--- src/rtl/imm_gen_pipe.sv ---
// Decode-stage immediate generator: classifies the RV32 format, sign-extends the
// immediate to XLEN, precomputes pc + imm and buffers results in a 2-entry elastic FIFO.
module imm_gen_pipe #(
    parameter int XLEN = 32
) (
    input  logic            clk,
    input  logic            rst_n,
    input  logic            flush,
    input  logic            in_valid,
    output logic            in_ready,
    input  logic [31:0]     in_instr,
    input  logic [XLEN-1:0] in_pc,
    output logic            out_valid,
    input  logic            out_ready,
    output logic [XLEN-1:0] out_imm,
    output logic [2:0]      out_type,
    output logic            out_illegal,
    output logic [XLEN-1:0] out_pc,
    output logic [XLEN-1:0] out_target
);

    localparam logic [2:0] TYPE_NONE = 3'd0;
    localparam logic [2:0] TYPE_I    = 3'd1;
    localparam logic [2:0] TYPE_S    = 3'd2;
    localparam logic [2:0] TYPE_B    = 3'd3;
    localparam logic [2:0] TYPE_U    = 3'd4;
    localparam logic [2:0] TYPE_J    = 3'd5;

    localparam logic [6:0] OP_OPIMM  = 7'b0010011;
    localparam logic [6:0] OP_LOAD   = 7'b0000011;
    localparam logic [6:0] OP_JALR   = 7'b1100111;
    localparam logic [6:0] OP_FENCE  = 7'b0001111;
    localparam logic [6:0] OP_SYSTEM = 7'b1110011;
    localparam logic [6:0] OP_STORE  = 7'b0100011;
    localparam logic [6:0] OP_BRANCH = 7'b1100011;
    localparam logic [6:0] OP_LUI    = 7'b0110111;
    localparam logic [6:0] OP_AUIPC  = 7'b0010111;
    localparam logic [6:0] OP_JAL    = 7'b1101111;
    localparam logic [6:0] OP_OP     = 7'b0110011;

    logic [6:0]      opcode;
    logic [31:0]     dec_imm32;
    logic [2:0]      dec_type;
    logic            dec_illegal;
    logic [XLEN-1:0] dec_imm;
    logic [XLEN-1:0] dec_target;

    logic [1:0]      count_q, count_d;
    logic            wr_ptr_q, wr_ptr_d;
    logic            rd_ptr_q, rd_ptr_d;
    logic [XLEN-1:0] imm_q     [2];
    logic [XLEN-1:0] imm_d     [2];
    logic [2:0]      type_q    [2];
    logic [2:0]      type_d    [2];
    logic            illegal_q [2];
    logic            illegal_d [2];
    logic [XLEN-1:0] pc_q      [2];
    logic [XLEN-1:0] pc_d      [2];
    logic [XLEN-1:0] target_q  [2];
    logic [XLEN-1:0] target_d  [2];

    logic            push;
    logic            pop;

    assign opcode = in_instr[6:0];

    // Immediates are first assembled as 32-bit two's-complement values, then widened.
    always_comb begin
        dec_imm32   = '0;
        dec_type    = TYPE_NONE;
        dec_illegal = 1'b0;
        if (opcode[1:0] != 2'b11) begin
            dec_illegal = 1'b1;
        end else begin
            case (opcode)
                OP_OPIMM, OP_LOAD, OP_JALR, OP_FENCE, OP_SYSTEM: begin
                    dec_type  = TYPE_I;
                    dec_imm32 = {{20{in_instr[31]}}, in_instr[31:20]};
                end
                OP_STORE: begin
                    dec_type  = TYPE_S;
                    dec_imm32 = {{20{in_instr[31]}}, in_instr[31:25], in_instr[11:7]};
                end
                OP_BRANCH: begin
                    dec_type  = TYPE_B;
                    dec_imm32 = {{19{in_instr[31]}}, in_instr[31], in_instr[7],
                                 in_instr[30:25], in_instr[11:8], 1'b0};
                end
                OP_LUI, OP_AUIPC: begin
                    dec_type  = TYPE_U;
                    dec_imm32 = {in_instr[31:12], 12'b0};
                end
                OP_JAL: begin
                    dec_type  = TYPE_J;
                    dec_imm32 = {{11{in_instr[31]}}, in_instr[31], in_instr[19:12],
                                 in_instr[20], in_instr[30:21], 1'b0};
                end
                OP_OP: begin
                    dec_type = TYPE_NONE;
                end
                default: begin
                    dec_illegal = 1'b1;
                end
            endcase
        end
    end

    assign dec_imm    = XLEN'($signed(dec_imm32));
    assign dec_target = in_pc + dec_imm;

    // in_ready looks only at registered occupancy and reset, never at the consumer.
    assign in_ready  = rst_n && (count_q != 2'd2);
    assign out_valid = (count_q != 2'd0);
    assign push      = in_valid && in_ready && !flush;
    assign pop       = out_valid && out_ready && !flush;

    always_comb begin
        count_d   = count_q;
        wr_ptr_d  = wr_ptr_q;
        rd_ptr_d  = rd_ptr_q;
        imm_d     = imm_q;
        type_d    = type_q;
        illegal_d = illegal_q;
        pc_d      = pc_q;
        target_d  = target_q;
        if (flush) begin
            count_d  = 2'd0;
            wr_ptr_d = 1'b0;
            rd_ptr_d = 1'b0;
        end else begin
            if (push) begin
                for (int i = 0; i < 2; i++) begin
                    if (wr_ptr_q == 1'(i)) begin
                        imm_d[i]     = dec_imm;
                        type_d[i]    = dec_type;
                        illegal_d[i] = dec_illegal;
                        pc_d[i]      = in_pc;
                        target_d[i]  = dec_target;
                    end
                end
                wr_ptr_d = ~wr_ptr_q;
            end
            if (pop) begin
                rd_ptr_d = ~rd_ptr_q;
            end
            case ({push, pop})
                2'b10:   count_d = count_q + 2'd1;
                2'b01:   count_d = count_q - 2'd1;
                default: count_d = count_q;
            endcase
        end
    end

    always_ff @(posedge clk) begin
        if (!rst_n) begin
            count_q  <= 2'd0;
            wr_ptr_q <= 1'b0;
            rd_ptr_q <= 1'b0;
            for (int i = 0; i < 2; i++) begin
                imm_q[i]     <= '0;
                type_q[i]    <= TYPE_NONE;
                illegal_q[i] <= 1'b0;
                pc_q[i]      <= '0;
                target_q[i]  <= '0;
            end
        end else begin
            count_q   <= count_d;
            wr_ptr_q  <= wr_ptr_d;
            rd_ptr_q  <= rd_ptr_d;
            imm_q     <= imm_d;
            type_q    <= type_d;
            illegal_q <= illegal_d;
            pc_q      <= pc_d;
            target_q  <= target_d;
        end
    end

    assign out_imm     = imm_q[rd_ptr_q];
    assign out_type    = type_q[rd_ptr_q];
    assign out_illegal = illegal_q[rd_ptr_q];
    assign out_pc      = pc_q[rd_ptr_q];
    assign out_target  = target_q[rd_ptr_q];

endmodule

--- config.mk ---
export PLATFORM = sky130hd
export DESIGN_NAME = imm_gen_pipe
export DESIGN_NICKNAME = d
export VERILOG_FILES = /design/src/rtl/imm_gen_pipe.sv
export SDC_FILE = /design/constraint.sdc
export NUM_CORES = 1
export LEC_CHECK = 0
export ABC_AREA = 0
export BUFFER_PORTS_ARGS = -buffer_cell sky130_fd_sc_hd__buf_2
export CAP_MARGIN = 15
export CORE_ASPECT_RATIO = 1.4
export CORE_MARGIN = 10
export CORE_UTILIZATION = 61
export CTS_CLUSTER_DIAMETER = 120
export DETAILED_ROUTE_END_ITERATION = 7
export PLACE_DENSITY = 0.85
export SYNTH_ARGS = -nofsm -noshare
export SYNTH_HDL_FRONTEND = slang
export SYNTH_SLANG_ARGS = --single-unit
--- constraint.sdc ---
create_clock -name clk -period 5.41 [get_ports clk]
set_clock_uncertainty 0.1 [all_clocks]
set_input_delay 0.2705 -clock clk [delete_from_list [all_inputs] [get_ports clk]]
set_output_delay 0.2705 -clock clk [all_outputs]
set_load 0.03 [all_outputs]
; Word level (Yosys, flattened, before mapping)
; Cells that the tools add are included.
[word_totals]
regBits = 204
inputBits = 69
[classes]
order_cmp = 1
n_addsub = 3
muxes = 22
reduce_logical = 14
n_eq_ne = 15
bitwise_logic = 5
[ops]
columns = operator, count
row1 = 2-to-1 mux 32 bit, 10
row2 = case mux 32 bit (5 select lines), 1
row3 = adder 32 bit, 1
row4 = "equality test 7 bit, second input constant", 4
row5 = "equality test 7 x 6 -> 1 bit, second input constant", 3
row6 = case mux 3 bit (5 select lines), 1
row7 = "equality test 7 x 5 -> 1 bit, second input constant", 2
row8 = 2-to-1 mux 3 bit, 4
row9 = OR reduction 11 bit, 1
row10 = "equality test 7 x 2 -> 1 bit, second input constant", 1
row11 = "equality test 7 x 4 -> 1 bit, second input constant", 1
row12 = AND reduction 3 bit, 2
row13 = logical AND 1 bit, 5
row14 = 2-to-1 mux 1 bit, 5
row15 = OR reduction 5 bit, 1
row16 = "inequality test 2 bit, second input constant", 2
row17 = inverter 1 bit, 4
row18 = case mux 2 bit (2 select lines), 1
row19 = nonzero test 2 bit, 2
row20 = OR reduction 2 bit, 2
row21 = "adder 2 x 1 -> 2 bit, second input constant", 1
row22 = "equality test 2 x 1 -> 1 bit, second input constant", 1
row23 = "equality test 2 bit, second input constant", 1
row24 = ">= comparator 2 bit, second input constant", 1
row25 = 3 further kinds, 3

; Logic depth before layout (Yosys ltp)
; Gate-level depths: netlist of run 1.
[logic_depth]
depth_word = 6
mapped_depth = 19

; Worst setup path after synthesis of run 1
; Ideal clock, no wire load.
[synth_path]
path_kind = input -> register
start = input port in_instr[3]
end = register target_q[61] (netlist bit)
setup_ps = 128
cell_stages = 18
required_ps = 5182
setup_slack_ps = 1892
arrival_ps = 3290
cell_sequence = buf_2 -> nor2b_1 -> a21oi_1 -> nor2_1 -> o311ai_2 -> nor2_1 -> buf_2 -> a21oi_1 -> inv_1 -> ha_1 -> clkbuf_1 -> a21o_1 -> a21oi_1 -> or3b_1 -> o221ai_1 -> o21ai_1 -> xnor2_1 -> o21ai_1
[synth_between]
elab_chain_cells = 5
word_cells_on_any_way = 15
[synth_rtl]
columns = item, line
row1 = "start, declared", 11  ; input logic [31:0] in_instr,
row2 = "equality test 7 x 5 -> 1 bit, or another cell as far along", 75  ; case (opcode)
row3 = OR reduction 5 bit or OR reduction 2 bit (tied branches), n/a
row4 = case mux 32 bit (5 select lines) (*), 75
row5 = 2-to-1 mux 32 bit (*), 72  ; if (opcode[1:0] != 2'b11) begin
row6 = net dec_imm[26], 45  ; logic [XLEN-1:0] dec_imm;
row7 = adder 32 bit (*), 109  ; assign dec_target = in_pc + dec_imm;
row8 = "end signal, assigned", 174  ; target_q <= target_d;
row9 = "end, declared", 59  ; logic [XLEN-1:0] target_q [2];
; Mark *: on every way through the listed nets, which the timed path passes. The rest lies on a longest branch.
; A chain may end at the register's enable or synchronous reset.

; Worst setup path in the final report of run 1
[layout_path]
start = input port in_instr[2]
end = register target_q[63] (netlist bit)
; Same word-level chain as after synthesis.

==> results of run 1 <==
[per-layer routing]
metal | GRT usage [%] | routed length, um
met4 | 9.57 | 1080
met3 | 4.38 | 2300
met5 | 0 | 0
met2 | 44.0 | 15100
met1 | 33.1 | 12400
[state kept, by name, summed over array words and instances (netlist names)]
signal     count
imm_q         64
pc_q          64
target_q      64
type_q         6
count_q        2
illegal_q      2
rd_ptr_q       1
wr_ptr_q       1
[power by group through the flow]
| stage | Sequential (mW) | Clock [mW] | Combinational, mW |
|---|---|---|---|
| 4_1_cts | 1.55 | 1.37 | 0.446 |
| 6_report | 1.55 | 1.35 | 0.449 |
| 3_3_place_gp | 1.58 | 0 | 0.422 |
| 5_1_grt | 1.56 | 1.43 | 0.486 |
| 3_5_place_dp | 1.59 | 0 | 0.424 |
| 2_1_floorplan | 1.58 | 0 | 0.296 |
[logic make-up after synthesis]
family          synth area share, %
xor+xnor                       2.52
fa+ha+maj                      4.04
compound gates                 21.4
mux                            11.0
buf+inv                        5.19
flops                          39.2
simple gates                   16.6
[metrics by stage]
step                      hold slack (ns)  std cells  util (%)  power [mW]
final                             0.00727       1659      72.9        3.35
after global routing               0.0303       1659      72.9        3.47
after CTS                         0.00418       1659      72.9        3.36
after detailed placement            0.344       1589      67.1        2.01
after global placement              0.338       1589      67.1        2.01
after floorplan                     0.306       1299         -        1.88
[cell usage after synthesis (5+ instances only)]
| master | number |
|---|---|
| a22oi_1 | 5 |
| nand3_1 | 37 |
| clkbuf_1 | 65 |
| a21oi_1 | 203 |
| mux2_2 | 100 |
| and3_1 | 5 |
| dfxtp_1 | 204 |
| nor2_1 | 60 |
| a31oi_1 | 8 |
| xor2_1 | 13 |
| nor2b_1 | 9 |
| inv_1 | 41 |
| nand2_1 | 254 |
| a211oi_1 | 22 |
| o211ai_1 | 5 |
| buf_2 | 24 |
| nand4_1 | 14 |
| xnor2_1 | 17 |
| o21ai_0 | 66 |
| a21o_1 | 10 |
| o21a_1 | 6 |
| o21ai_1 | 26 |
| ha_1 | 32 |
| nor3_1 | 7 |
[cells in the final DEF (no fill, tap or decap), drive strengths merged, types with 34 or more instances in the layout]
cell,count
dfxtp,204
nand3,37
buf,179
dlygate4sd3,34
nor2,61
o21ai,92
nand2,254
mux2,100
inv,41
a21oi,204
[cell type report]
| cell class | count | area, sq um | area share (%) |
|---|---|---|---|
| Multi-Input combinational cell | 961 | 5800 | 47.5 |
| Timing Repair Buffer | 213 | 1270 | 10.4 |
| Clock inverter | 5 | 31.3 | 0.256 |
| Inverter | 42 | 159 | 1.30 |
| Tap cell | 203 | 254 | 2.08 |
| Clock buffer | 31 | 603 | 4.94 |
| Sequential cell | 204 | 4090 | 33.5 |
[worst min-delay path, delay by kind of cell]
kind / cells / cell delay [ns]
AOI/OAI and AO/OA: 2 / 0.21
buffers and inverters: 1 / 0.08
[how the worst max path moves through the flow]
stage / to / slack, ns
2_1_floorplan: target_q[61] / 1.89
3_3_place_gp: target_q[63] / 1.27
3_5_place_dp: target_q[61] / 1.22
4_1_cts: target_q[63] / 1.69
5_1_grt: target_q[63] / 1.25
6_report: target_q[63] / 1.64
==> results.ini, run 1 <==
[route]
via_count=9849
post-route-drc-count=0
ant_nets=0
drt-initial-drc-count=902
drt-vias-per-instance=5.94
wl_mm=30.9
first_pass_iters=7
post_drt_wl_per_cell_um=18.6

[setup_path]
crit_chain=buf_2 > nor2b_1 > o21ai_0 > nand2_1 > o311ai_2 > nor2_1 > a21oi_1 > inv_1 > ha_1 > a21oi_1 > o21ai_0 > o21ai_0 > a21oi_1 > o22ai_1 > xnor2_1 > a21oi_1
timing.rr.end=imm_q[35]
path_delay_family=compound AO/OA/AOI/OAI gates
critPathRequiredTime_ns=5.64
cp_common_cell=a21oi_1
start_kind=input pin
cp_num_cells=16
max_stage_delay_ns=0.65
slowest_stage=nor2_1
path_class=in2reg
worst-path-buf-inv=2
worstSetupStartpoint=in_instr[2]
critical_path_peak_fanout=11
arrival_ns=4.00
rr_startpoint=count_q[0]
r2r_setup_slack_ns=2.78
r2r_cells=7
cp-end-kind=register

[sta]
rsz0062_at_grt=false
setup_tns_ns=0
setup_viol=0
fin_crit_sh_pct=69.7
timing.fmax_mhz=265
slew_headroom_pct=27.0
worst_pin_slew_ns=1.09
finalHoldViolCount=0
finalMaxSlewViolations=0
setup_slack_ns=1.64
fin_crit_ns=3.77

[synth]
synth_cell_type_count=62
synth.area.top_cells=dfxtp_1 39%, mux2_2 11%, a21oi_1 9.8%, nand2_1 9.2%, ha_1 3.8%
netlist_instances=1299
ys_seq_area_share_pct=39.2
synth_top_area_share_pct=39.2
async_reset_ff_share_pct=0
ys_ff_latch=204
synth_area_leader_cell=dfxtp_1
synth_edf_count=0
syn-cell-area_sq_um=10400
synth_ff_type=dfxtp_1
avgSynthCellArea_sq_um=8.01
syn_nets=1401
synth_warnings=0

[cts]
holdBufCountCts=34
post-cts-setup-buffer-count=0
htreeDepth=1
cts_root_buf=clkbuf_16
clk_pin_slew_ns=0.06
numClockSinks=204
cts_made_buffers=20
clkLatencyLatePin_ns=0.49
cts_resized=0
cts_tree=done
clk_path_buf_depth=3

[worst_hold_path]
holdCritPathClass=in2reg
hold_start=in_instr[16]
worstHoldPathCells=3
hold_end=imm_q[16]

[pwr]
switching_share_pct=26.5
powerDensity_nw_per_um2=274
leakagePower_nw=5.25
switching_power_uw=889
p_seq_share_pct=46.3
ir_drop_mv=0.293
intPower_mw=2.46
pwr-share-clk_pct=40.3
power_frac_comb_pct=13.4

[cells_and_area]
layout-drive-gt1-share_pct=22.7
num-nets-final=1544
final_cell_area_sq_um=12200
num_antenna_cells=0
area_growth_pct=17.3
fillers=1253

[outcome]
status=completed

[floorplanning]
initial_core_util_pct=62.2
die-area_sq_um=22800
rows=56
core_area_sq_um=16700
die_x_um=130
die_y_um=175
ios=171

[global_route]
overflow=0
grt_pass1_vias=9569
grt_start_max_net_pins=105
grt_pass1_wl_mm=49.4
antenna_found_initial=0
track_usage_pct=26.3

[placed_design]
placed_area_sq_um=11200
place_ws_ns=1.22
gp_congestion=0.939
dpl.hpwl_mm=21.6
port_buffers=170

[flow_run]
max_cap_violations=0

No activity file was read; power rests on OpenSTA's default activity.
==> run 2, diff against run 1 <==
--- a/config.mk
+++ b/config.mk
@@ -10,10 +10,10 @@
 export CAP_MARGIN = 15
 export CORE_ASPECT_RATIO = 1.4
 export CORE_MARGIN = 10
-export CORE_UTILIZATION = 61
+export CORE_UTILIZATION = 57
 export CTS_CLUSTER_DIAMETER = 120
 export DETAILED_ROUTE_END_ITERATION = 7
-export PLACE_DENSITY = 0.85
+export PLACE_DENSITY = 0.81
 export SYNTH_ARGS = -nofsm -noshare
 export SYNTH_HDL_FRONTEND = slang
 export SYNTH_SLANG_ARGS = --single-unit
==> constraint.sdc (replaced) <==
create_clock -name clk -period 3.9 [get_ports clk]
set_clock_uncertainty 0.1 [all_clocks]
set_input_delay 0.195 -clock clk [delete_from_list [all_inputs] [get_ports clk]]
set_output_delay 0.195 -clock clk [all_outputs]
set_load 0.03 [all_outputs]
==> run 2 against run 1 <==
Compared with the run above: combinational power increased by 51%; power increased by 46%; sequential share of layout area decreased by 1.9 points; critical endpoint is now target_q[56]; largest power group unchanged.
==> results.ini, run 2 (synthesized netlist as in run 1, its figures left out) <==
[outcome]
status=completed  ; unchanged

[cells_and_area]
final_cell_mix=252 x nand2_1, 203 x a21oi_1, 203 x dfxtp_1  ; unchanged
seq_area_sq_um=4090  ; unchanged
final_cell_area_sq_um=12900  ; was 12,200 sq um
final_common_cell=nand2_1  ; unchanged
num-nets-final=1618  ; was 1,544
num_antenna_cells=0  ; unchanged
reg_top3=imm_q: 64 flops, pc_q: 64 flops, target_q: 64 flops  ; unchanged
fillers=1415  ; was 1,253
multiInputGateArea_sq_um=5800  ; unchanged
layout-drive-gt1-share_pct=25.6  ; was 22.7%
final_cells=1770  ; was 1,659
area_growth_pct=24.2  ; was 17.3%

[cts]
cts_resized=0  ; unchanged
cts_tree=done  ; unchanged
cts_made_buffers=20  ; unchanged
htreeDepth=1  ; unchanged
clk_pin_slew_ns=0.06  ; about the same
post-cts-setup-buffer-count=0  ; unchanged
holdBufCountCts=46  ; was 34
clk_path_buf_depth=3  ; unchanged
cts_root_buf=clkbuf_16  ; unchanged
clkLatencyLatePin_ns=0.49  ; about the same
numClockSinks=204  ; unchanged

[floorplanning]
core_area_sq_um=18000  ; was 16,700 sq um
die_x_um=134  ; was 130 um
ios=171  ; unchanged
die_y_um=180  ; was 175 um
die-area_sq_um=24100  ; was 22,800 sq um
rows=58  ; was 56
initial_core_util_pct=57.8  ; was 62.2%

[pwr]
ir_drop_mv=0.358  ; was 0.293 mV
p_total_mw=4.89  ; was 3.35 mW
leakagePower_nw=5.63  ; was 5.25 nW
powerDensity_nw_per_um2=378  ; was 274 nW/um^2

[route]
via_count=10120  ; was 9,849
ant_nets=0  ; unchanged
drt-vias-per-instance=5.72  ; was 5.94
first_pass_iters=5  ; was 7
wl_mm=32.2  ; was 30.9 mm
post-route-drc-count=0  ; unchanged
post_drt_wl_per_cell_um=18.2  ; was 18.6 um
drt-initial-drc-count=822  ; was 902

[placed_design]
gp_congestion=0.931  ; was 0.939
port_buffers=170  ; unchanged
placed_cells=1688  ; was 1,589
placed_area_sq_um=11800  ; was 11,200 sq um
place_ws_ns=0.168  ; was 1.22 ns
dpl.hpwl_mm=22.9  ; was 21.6 mm

[global_route]
track_usage_pct=25.6  ; was 26.3%
antenna_found_initial=0  ; unchanged
grt_start_max_net_pins=99  ; was 105
overflow=0  ; unchanged
grt_pass1_wl_mm=51.5  ; was 49.4 mm
grt_pass1_vias=9979  ; was 9,569

[sta]
finalHoldViolCount=0  ; unchanged
setup_tns_ns=0  ; unchanged
setup_viol=0  ; unchanged
fin_crit_ns=3.30
finalMaxSlewViolations=0  ; unchanged
timing.fmax_mhz=303
rsz0062_at_grt=false  ; unchanged
worst_pin_slew_ns=1.03  ; was 1.09 ns
setup_slack_ns=0.603  ; was 1.64 ns
fin_crit_sh_pct=84.5
slew_headroom_pct=31.4  ; was 27.0%

[setup_path]
start_kind=input pin  ; unchanged
critPathRequiredTime_ns=4.15  ; was 5.64 ns
path_class=in2reg  ; unchanged
arrival_ns=3.55  ; was 4.00 ns
critical_path_peak_fanout=9  ; was 11
cp-end-kind=register  ; unchanged

[worst_hold_path]
holdCritPathClass=in2reg  ; unchanged

[flow_run]
max_cap_violations=0  ; unchanged

[run 2: per-layer routing]
metal / up-vias / part of all wire [%] / track usage [%]
li1: 4963 / - / -
met1: 4746 / 41 / 31.5
met2: 349 / 49 / 43.0
met3: 62 / 6.6 / 4.52
met4: 0 / 3.7 / 10.0
met5: - / 0 / 0
[run 2: where the power goes]
group          internal, mW  switching (mW)
sequential             2.13          0.0238
combinational         0.259           0.420
clock                  1.25           0.807
[run 2: per-stage QoR]
| stage | hold WS, ns | util (%) |
|---|---|---|
| 2_1_floorplan | 0.231 | - |
| 3_3_place_gp | 0.338 | 65.4 |
| 3_5_place_dp | 0.344 | 65.4 |
| 4_1_cts | 0.0204 | 71.8 |
| 5_1_grt | 0.0547 | 71.8 |
| 6_report | 0.0262 | 71.8 |
[run 2: critical path, cell delays in order]
cell       delay, ns
buf_2           0.17
nor2b_1         0.37
nand3_1         0.17
o21ai_0         0.13
a32oi_1         0.18
inv_1           0.12
ha_1            0.22
inv_1           0.08
fa_1            0.41
nor2b_1         0.17
o31a_1          0.18
o211ai_1        0.20
a2111oi_0       0.56
nor3_1          0.11
xor2_1          0.20
o21ai_1         0.07
[run 2: area by class of cell]
cell class	count	share of cell area (%)
Clock buffer	31	4.59
Tap cell	240	2.32
Multi-Input combinational cell	961	44.9
Inverter	42	1.23
Timing Repair Buffer	287	14.6
Sequential cell	204	31.6
Clock inverter	5	0.803
[run 2: final timing paths]
kind	cells past startpoint	end	from	slack, ns
worst min-delay path	3	imm_q[0]	in_instr[7]	0.03
worst max register to register	7	target_q[45]	count_q[0]	1.62
worst max-delay path	16	target_q[56]	in_instr[2]	0.60
worst min register to register	2	pc_q[22]	pc_q[22]	0.35
==> run 3, diff against run 2 <==
--- a/config.mk
+++ b/config.mk
@@ -10,10 +10,10 @@
 export CAP_MARGIN = 15
 export CORE_ASPECT_RATIO = 1.4
 export CORE_MARGIN = 10
-export CORE_UTILIZATION = 57
+export CORE_UTILIZATION = 51
 export CTS_CLUSTER_DIAMETER = 120
 export DETAILED_ROUTE_END_ITERATION = 7
-export PLACE_DENSITY = 0.81
+export PLACE_DENSITY = 0.76
 export SYNTH_ARGS = -nofsm -noshare
 export SYNTH_HDL_FRONTEND = slang
 export SYNTH_SLANG_ARGS = --single-unit
==> constraint.sdc (replaced) <==
create_clock -name clk -period 2.8 [get_ports clk]
set_clock_uncertainty 0.1 [all_clocks]
set_input_delay 0.14 -clock clk [delete_from_list [all_inputs] [get_ports clk]]
set_output_delay 0.14 -clock clk [all_outputs]
set_load 0.03 [all_outputs]
==> run 3 against run 2 <==
Compared with the run above: sequential power rose by 40%; clock-buffer cell count fell by 2; die area rose by 10%; core utilization rose by 0.46 points; first-iteration DRC count fell by 5.8%; largest power group unchanged; power rose by 42%; non-clock buffer count rose by 103; the flow now finishes with violations (negative hold slack, negative setup slack); hold slack got worse by 0.038 ns; clock power rose by 35%.
==> results.ini, run 3 (synthesized netlist as in run 1, its figures left out) <==
[global_route]
overflow=0  ; unchanged
grt_start_max_net_pins=89  ; was 99
grt_pass1_wl_mm=54.6  ; was 51.5 mm
track_usage_pct=24.9  ; was 25.6%
grt_pass1_vias=10588  ; was 9,979
antenna_found_initial=0  ; unchanged

[placed_design]
place_ws_ns=-0.795  ; was 0.168 ns
dpl.hpwl_mm=24.8  ; was 22.9 mm
port_buffers=170  ; unchanged
placed_area_sq_um=12600  ; was 11,800 sq um
gp_congestion=0.965  ; was 0.931
placed_cells=1786  ; was 1,688

[floorplanning]
initial_core_util_pct=52.1  ; was 57.8%
ios=171  ; unchanged
die_x_um=141  ; was 134 um
die_y_um=189  ; was 180 um
die-area_sq_um=26600  ; was 24,100 sq um
rows=61  ; was 58
core_area_sq_um=20000  ; was 18,000 sq um

[pwr]
switching_share_pct=26.7  ; was 25.6%
power_frac_comb_pct=16.6  ; was 13.9%
powerDensity_nw_per_um2=480  ; was 378 nW/um^2
p_total_mw=6.94  ; was 4.89 mW
leakagePower_nw=6.20  ; was 5.63 nW
intPower_mw=5.09  ; was 3.64 mW
ir_drop_mv=0.415  ; was 0.358 mV
switching_power_mw=1.85  ; was 1.25 mW
p_seq_share_pct=43.2  ; was 44.1%
pwr-share-clk_pct=40.2  ; was 42.1%

[sta]
setup_slack_ns=-0.0289  ; was 0.603 ns
timing.fmax_mhz=353
finalMaxSlewViolations=0  ; unchanged
rsz0062_at_grt=true  ; was false
finalHoldViolCount=2  ; was 0
worst_pin_slew_ns=0.751  ; was 1.03 ns
fin_crit_ns=2.83
fin_crit_sh_pct=101
slew_headroom_pct=49.9  ; was 31.4%
whs_ns=-0.0118  ; was 0.0262 ns
setup_viol=4  ; was 0

[worst_hold_path]
worstHoldPathCells=4  ; was 3
holdCritPathClass=in2reg  ; unchanged
hold_start=in_instr[20]  ; was in_instr[7]
hold_end=imm_q[20]  ; was imm_q[0]

[setup_path]
arrival_ns=3.10  ; was 3.55 ns
r2r_setup_slack_ns=0.76  ; was 1.62 ns
cp-end-kind=register  ; unchanged
start_kind=input pin  ; unchanged
critPathRequiredTime_ns=3.07  ; was 4.15 ns
timing.rr.end=target_q[26]  ; was target_q[45]
worstSetupStartpoint=in_instr[5]  ; was in_instr[2]
path_class=in2reg  ; unchanged
critical_path_peak_fanout=9  ; unchanged
rr_startpoint=count_q[0]  ; unchanged
r2r_cells=7  ; unchanged

[cells_and_area]
num_antenna_cells=0  ; unchanged
final_common_cell=nand2_1  ; unchanged
final_cell_area_sq_um=14500  ; was 12,900 sq um
final_cell_mix=251 x nand2_1, 203 x dfxtp_1, 172 x a21oi_1  ; was 252 x nand2_1, 203 x a21oi_1, 203 x dfxtp_1
final_cells=1884  ; was 1,770
layout-drive-gt1-share_pct=36.6  ; was 25.6%
num-nets-final=1722  ; was 1,618
post-route-util_pct=72.3  ; was 71.8%
reg_top3=imm_q: 64 flops, pc_q: 64 flops, target_q: 64 flops  ; unchanged
area_growth_pct=38.9  ; was 24.2%

[cts]
cts_made_buffers=21  ; was 20
htreeDepth=1  ; unchanged
numClockSinks=204  ; unchanged
cts_tree=done  ; unchanged
clkLatencyLatePin_ns=0.49  ; about the same
cts_root_buf=clkbuf_16  ; unchanged
clk_pin_slew_ns=0.06  ; about the same
clk_path_buf_depth=3  ; unchanged

[route]
wl_mm=35.9  ; was 32.2 mm
post-route-drc-count=0  ; unchanged
via_count=10712  ; was 10,120
drt-vias-per-instance=5.69  ; was 5.72
first_pass_iters=5  ; unchanged
post_drt_wl_per_cell_um=19.0  ; was 18.2 um
drt-initial-drc-count=774  ; was 822
ant_nets=0  ; unchanged

[flow_run]
max_cap_violations=0  ; unchanged

[outcome]
violations=negative hold slack, negative setup slack
status=complete, but fails checks  ; was completed

==> run 3: metrics by stage <==
step,setup TNS [ns],hold WS [ns]
after floorplan,-5.80,0.176
after global placement,-24.49,0.322
after detailed placement,-26.73,0.329
after CTS,-0.0814,0.0104
after global routing,-1.44,0.0125
final,-0.0523,-0.0118
==> run 3: worst max-delay path by stage <==
| stage | to | depth (start not counted) |
|---|---|---|
| floorplan | target_q[61] | 18 |
| global route | target_q[57] | 15 |
| detailed placement | target_q[56] | 17 |
| finish | target_q[57] | 15 |
| global placement | target_q[56] | 17 |
| CTS | target_q[30] | 16 |
==> run 3: metal layers <==
metal  routed length, um  GRT usage [%]  share of wire (%)  vias up
li1                    -              -                  -     5176
met1               13400           26.7                 37     5051
met2               18500           45.2                 52      371
met3                1960           4.03                5.5      114
met4                2030           13.4                5.6        0
met5                   0              0                  0        -
==> run 3: worst max-delay path, stage by stage <==
cell and delay, ns:
clkbuf_4 0.17, nor2b_1 0.08, a21oi_2 0.16, nor2_2 0.07, o311ai_4 0.30, buf_6 0.20
nor2_1 0.09, ha_1 0.37, and3_4 0.21, buf_4 0.14, a31o_4 0.22, o31a_1 0.29
a2111o_1 0.42, nand4_1 0.13, o21ai_1 0.09
==> run 3: power groups by stage <==
stage                     logic (mW)  clock network, mW  registers, mW
final                           1.15               2.79           3.00
after global placement         0.984                  0           3.06
after floorplan                0.593                  0           3.05
after detailed placement       0.991                  0           3.06
after global routing            1.23               2.93           3.01
after CTS                       1.06               2.82           3.00
==> run 3: area by class of cell <==
cell class	instances	area, sq um
Fill cell	1579	5540
Multi-Input combinational cell	961	6480
Clock buffer	29	586
Inverter	42	161
Timing Repair Buffer	390	2740
Clock inverter	6	86.3
Sequential cell	204	4090
Tap cell	252	315
==> run 3: repair_timing <==
item                                   4_1_cts  5_1_grt
pin swaps                                   13       44
hold buffers                                46        0
setup endpoints to repair                   28       43
buffers inserted                             6       12
gates resized for setup                     29       95
endpoints found under the hold margin       90        0
